$ cat src/rtl/dvv_sock_ep_pkg.sv
// rtl/dvv_sock_ep_pkg.sv - shared types and helpers for the dvv socket get endpoint
package dvv_sock_ep_pkg;

  // Get-side handshake states
  typedef enum logic [1:0] {
    IDLE = 2'd0,
    WAIT = 2'd1,
    ACK  = 2'd2
  } get_st_t;

  // Occupancy counter width: one extra bit so a full FIFO (count == DEPTH) is representable
  function automatic int cnt_width(input int depth);
    return $clog2(depth) + 1;
  endfunction

endpackage

$ cat src/rtl/dvv_sock_fifo.sv
// rtl/dvv_sock_fifo.sv - register-array FIFO with occupancy count and synchronous flush
module dvv_sock_fifo
  import dvv_sock_ep_pkg::*;
#(
  parameter int  DW    = 32,
  parameter int  DEPTH = 4,
  localparam int CW    = cnt_width(DEPTH),
  localparam int AW    = $clog2(DEPTH)
) (
  input  logic          clk,
  input  logic          rst,
  input  logic          flush,
  input  logic          push,
  input  logic [DW-1:0] din,
  input  logic          pop,
  output logic [DW-1:0] dout,
  output logic [CW-1:0] count
);

  logic [DW-1:0] mem_q [DEPTH];
  logic [DW-1:0] mem_d [DEPTH];
  logic [AW-1:0] wr_ptr_q, wr_ptr_d;
  logic [AW-1:0] rd_ptr_q, rd_ptr_d;
  logic [CW-1:0] count_q, count_d;
  logic          push_ok;
  logic          pop_ok;

  // Illegal push into a full FIFO or pop from an empty one leaves state untouched
  assign push_ok = push && (count_q != CW'(DEPTH));
  assign pop_ok  = pop && (count_q != '0);

  // Next-state for storage, pointers and count; flush overrides any push/pop
  always_comb begin
    mem_d    = mem_q;
    wr_ptr_d = wr_ptr_q;
    rd_ptr_d = rd_ptr_q;
    count_d  = count_q;
    if (flush) begin
      wr_ptr_d = '0;
      rd_ptr_d = '0;
      count_d  = '0;
    end else begin
      if (push_ok) begin
        mem_d[wr_ptr_q] = din;
        wr_ptr_d        = wr_ptr_q + AW'(1);
      end
      if (pop_ok) begin
        rd_ptr_d = rd_ptr_q + AW'(1);
      end
      case ({push_ok, pop_ok})
        2'b10:   count_d = count_q + CW'(1);
        2'b01:   count_d = count_q - CW'(1);
        default: count_d = count_q;
      endcase
    end
  end

  // State registers with asynchronous reset
  always_ff @(posedge clk or posedge rst) begin
    if (rst) begin
      mem_q    <= '{default: '0};
      wr_ptr_q <= '0;
      rd_ptr_q <= '0;
      count_q  <= '0;
    end else begin
      mem_q    <= mem_d;
      wr_ptr_q <= wr_ptr_d;
      rd_ptr_q <= rd_ptr_d;
      count_q  <= count_d;
    end
  end

  assign dout  = mem_q[rd_ptr_q];
  assign count = count_q;

endmodule

$ cat src/rtl/dvv_sock_get_ep.sv
// rtl/dvv_sock_get_ep.sv - socket reader endpoint: put interface into FIFO, blocking get out
module dvv_sock_get_ep
  import dvv_sock_ep_pkg::*;
#(
  parameter int  DW    = 32,
  parameter int  DEPTH = 4,
  localparam int CW    = cnt_width(DEPTH)
) (
  input  logic          clk,
  input  logic          rst,
  input  logic          flush,
  input  logic          put_vld,
  input  logic [DW-1:0] put_dat,
  output logic          put_rdy,
  input  logic          get_req,
  output logic          get_ack,
  output logic [DW-1:0] get_dat,
  output logic [CW-1:0] count
);

  get_st_t       st_q, st_d;
  logic          get_ack_q, get_ack_d;
  logic [DW-1:0] get_dat_q, get_dat_d;
  logic [DW-1:0] fifo_dout;
  logic [CW-1:0] fifo_count;
  logic          fifo_empty;
  logic          push;
  logic          pop;

  // Ready comes only from the registered count, so a pop never frees space in the same cycle
  assign put_rdy    = (fifo_count != CW'(DEPTH));
  assign push       = put_vld && put_rdy;
  assign fifo_empty = (fifo_count == '0);

  dvv_sock_fifo #(
    .DW    (DW),
    .DEPTH (DEPTH)
  ) u_fifo (
    .clk   (clk),
    .rst   (rst),
    .flush (flush),
    .push  (push),
    .din   (put_dat),
    .pop   (pop),
    .dout  (fifo_dout),
    .count (fifo_count)
  );

  // Get FSM: decide whether to pop this cycle and where to go next
  always_comb begin
    st_d = st_q;
    pop  = 1'b0;
    if (flush) begin
      st_d = IDLE;
    end else begin
      case (st_q)
        IDLE: begin
          if (get_req) begin
            if (!fifo_empty) begin
              pop  = 1'b1;
              st_d = ACK;
            end else begin
              st_d = WAIT;
            end
          end
        end
        WAIT: begin
          // The consumer keeps req high while waiting, so only data availability matters here
          if (!fifo_empty) begin
            pop  = 1'b1;
            st_d = ACK;
          end
        end
        ACK: begin
          if (get_req) begin
            if (!fifo_empty) begin
              pop  = 1'b1;
              st_d = ACK;
            end else begin
              st_d = WAIT;
            end
          end else begin
            st_d = IDLE;
          end
        end
        default: st_d = IDLE;
      endcase
    end
  end

  // Output register next-state: a pop is presented as ack plus data one cycle later
  always_comb begin
    get_ack_d = pop;
    get_dat_d = pop ? fifo_dout : get_dat_q;
  end

  // FSM and output registers with asynchronous reset
  always_ff @(posedge clk or posedge rst) begin
    if (rst) begin
      st_q      <= IDLE;
      get_ack_q <= 1'b0;
      get_dat_q <= '0;
    end else begin
      st_q      <= st_d;
      get_ack_q <= get_ack_d;
      get_dat_q <= get_dat_d;
    end
  end

  assign get_ack = get_ack_q;
  assign get_dat = get_dat_q;
  assign count   = fifo_count;

endmodule

$ cat config.mk
export PLATFORM = sky130hd
export DESIGN_NAME = dvv_sock_get_ep
export DESIGN_NICKNAME = d
export VERILOG_FILES = /design/src/rtl/dvv_sock_ep_pkg.sv /design/src/rtl/dvv_sock_fifo.sv /design/src/rtl/dvv_sock_get_ep.sv
export SDC_FILE = /design/constraint.sdc
export NUM_CORES = 1
export LEC_CHECK = 0
export ABC_AREA = 1
export CELL_PAD_IN_SITES_DETAIL_PLACEMENT = 1
export CELL_PAD_IN_SITES_GLOBAL_PLACEMENT = 2
export CORE_MARGIN = 2
export CORE_UTILIZATION = 32
export CTS_BUF_LIST = sky130_fd_sc_hd__clkbuf_16
export DETAILED_ROUTE_END_ITERATION = 16
export GPL_ROUTABILITY_DRIVEN = 0
export PLACE_DENSITY_LB_ADDON = 0.1
export SYNTH_ARGS = -nofsm -noshare
export SYNTH_HDL_FRONTEND = slang
export SYNTH_SLANG_ARGS = --single-unit
$ cat constraint.sdc
create_clock -name clk -period 6.91 [get_ports clk]
set_input_delay 2.073 -clock clk [delete_from_list [all_inputs] [get_ports clk]]
set_output_delay 2.073 -clock clk [all_outputs]
set_load 0.05 [all_outputs]
==> results.sh <==
export IMPL_drtIter0Drc=273
export IMPL_grt_max_degree=104
export IMPL_crit_path_end_kind="output pin"
export IMPL_antenna_found_initial=0
export IMPL_cts_max_path_buffers=2
export IMPL_hold_buffers=0
export IMPL_powerDensity_nw_per_um2=469
export IMPL_fmax_mhz=253
export IMPL_tightestPinTransition_ns=0.959
export IMPL_core_sq_um=23300
export IMPL_io_pins=74
export IMPL_ys_top_cells_by_count="nand2_1 (245), dfrtp_1 (170), o21ai_1 (98)"
export IMPL_maxSlewHeadroom_pct=36.1
export IMPL_cp_arrival_ns=1.88
export IMPL_synthArstFlopShare_pct=100
export IMPL_grt_pass1_vias=6372
export IMPL_fill_cells=2750
export IMPL_timing_rr_end="get_dat[21]"
export IMPL_final_hold_violation_count=0
export IMPL_synth_edf_count=0
export IMPL_cts_sinks=170
export IMPL_min_period_ns=3.95
export IMPL_yosysWarnings=0
export IMPL_drt_total_wl_mm=20.8
export IMPL_max_cap_violations=0
export IMPL_drc_errors=0
export IMPL_ys_flop_type="dfrtp_1"
export IMPL_cts_resized_gates=0
export IMPL_root_buffer="clkbuf_16"
export IMPL_met3_usage_pct=3.44
export IMPL_met1_usage_pct=22.9
export IMPL_overflow=0
export IMPL_synth_top_area_share_pct=56.5
export IMPL_num_nets_final=921
export IMPL_num_rows=56
export IMPL_syn_to_final_growth_pct=17.5
export IMPL_clk_latency_ns=0.42
export IMPL_crit_fanout=5
export IMPL_grt_use_total_pct=18.0
export IMPL_reg2reg_slack_ns=4.65
export IMPL_register_area_sq_um=4260
export IMPL_cts_tree="built"
export IMPL_dieHeight_microns=157
export IMPL_clk_pin_slew_ns=0.07
export IMPL_grt_busiest_layer="met2"
export IMPL_synthTopCellsByArea="dfrtp_1 (57%), nand2_1 (12%), o21ai_1 (6.5%)"
export IMPL_reg2reg_from="u_fifo.count[0]"
export IMPL_synth_cell_types=25
export IMPL_path_class="flop to output pin"
export IMPL_cts_buffers=17
export IMPL_whs_endpoint="u_fifo.mem_q[70]"
export IMPL_dr_pass1_iters=6
export IMPL_min_from="u_fifo.mem_q[70]"
export IMPL_syn_area_per_cell_sq_um=9.06
export IMPL_ant_nets=0
export IMPL_setup_violations=0
export IMPL_vias=5805
export IMPL_wl_per_cell_microns=17.2
export IMPL_synth_most_common_cell="nand2_1"
export IMPL_crit_required_ns=4.84
export IMPL_synth_cells=831
export IMPL_die_area_sq_um=24800
export IMPL_synth_nets=873
export IMPL_met2_usage_pct=31.5
export IMPL_tns_ns=0
export IMPL_yosysSeqAreaShare_pct=56.5
export IMPL_power_leakage_nw=4.22
export IMPL_grt_pass1_wl_mm=34.4
export IMPL_diodes=0
export IMPL_max_vdd_ir_drop_v=0.000240
export IMPL_portBuffers=73
export IMPL_drive_gt1_share_pct=8.97
export IMPL_rr_worst_depth=6
export IMPL_synth_seq_cells=170
export IMPL_fin_crit_sh_pct=57.2
export IMPL_final_util_pct=38.0
export IMPL_rsz0062_at_grt="no"
export IMPL_cp_start_kind="flop"
export IMPL_die_w_microns=157
export IMPL_ctsHtreeMaxLevel=4
export IMPL_post_synth_top_area_cell="dfrtp_1"
export IMPL_initial_core_util_pct=32.4
export IMPL_via_per_inst=4.79
export IMPL_min_path_type="flop to flop"
export IMPL_multi_input_area_sq_um=2710
export IMPL_netlist_area_sq_um=7530
export IMPL_drv_slew=0
export IMPL_worst_clock_skew_ns=0.0134
export IMPL_cts_setup_buffers=0
export IMPL_min_delay_path_depth=2
export IMPL_status="completed"
export IMPL_hpwlAfterDp_mm=12.0
==> report_power, final <==
group          switching (mW)  internal, mW  leakage (nW)  total [mW]
sequential              0.241          1.41          2.18        1.65
combinational            1.07         0.557          1.79        1.63
clock                   0.411         0.458         0.248       0.870
total                    1.72          2.43          4.22        4.15
==> metrics by stage <==
stage / hold WS, ns / total power [mW] / std cells / instance area (sq um) / setup slack, ns
floorplan: 0.450 / 2.80 / 831 / 7530 / 0.234
global placement: 0.459 / 3.26 / 1179 / 8320 / 2.58
detailed placement: 0.463 / 3.33 / 1179 / 8320 / 2.46
CTS: 0.480 / 4.22 / 1211 / 8850 / 2.92
global route: 0.501 / 4.48 / 1211 / 8850 / 2.77
finish: 0.479 / 4.15 / 1211 / 8850 / 2.96
==> area by class of cell <==
type	count	area share (%)
Sequential cell	170	48.1
Multi-Input combinational cell	564	30.6
Timing Repair Buffer	79	8.77
Clock buffer	17	4.81
Tap cell	319	4.51
Inverter	47	2.05
Clock inverter	15	1.16
==> layout by cell type, fill, tap and decap left out, types with 17 or more instances in the layout <==
master / synthesis / layout
nand2_1: 245 / 245
dfrtp_1: 170 / 169
o21ai_1: 98 / 98
clkdlybuf4s50_1: 0 / 73
nor2_1: 67 / 67
o21ai_0: 67 / 67
inv_1: 45 / 44
o22ai_1: 32 / 32
o21ai_2: 31 / 31
clkbuf_16: 0 / 17
==> worst max path at each step <==
stage	cells past startpoint	slack, ns	from	end
5_1_grt	6	2.77	flush	get_dat[10]
2_1_floorplan	1	0.23	rst	get_ack
6_report	3	2.96	u_fifo.count[0]	put_rdy
4_1_cts	6	2.92	flush	get_dat[6]
3_3_place_gp	6	2.58	flush	get_dat[3]
3_5_place_dp	6	2.46	flush	get_dat[6]
==> flip-flops by register name (all words and copies together), names as in the netlist <==
register	flops
u_fifo.mem_q	128
get_dat	32
u_fifo.count	3
st_q	2
u_fifo.rd_ptr_q	2
u_fifo.wr_ptr_q	2
get_ack	1
==> worst max-delay path, stage by stage, from the launching register on <==
cell and delay, ns:
dfrtp_1 0.47, nor2_2 0.09, nand2_4 0.08, clkdlybuf4s50_1 0.81
==> layer usage <==
metal / up-vias / share of wire, %
met5: - / 0
li1: 2810 / -
met2: 73 / 50
met4: 0 / 1.0
met1: 2910 / 46
met3: 12 / 2.6
==> cell families (layout without fill, tap and decap cells) <==
logic type | Yosys count | after routing | share of synthesized area [%]
buffers and inverters | 97 | 158 | 7.53
xor gates and xnor gates | 1 | 1 | 0.116
AOI/OAI and AO/OA | 234 | 234 | 17.7
and+or+nand+nor | 324 | 324 | 17.3
adders and majority gates | 5 | 5 | 0.931
DFF | 170 | 170 | 56.5
(Power assumes the default switching activity.)
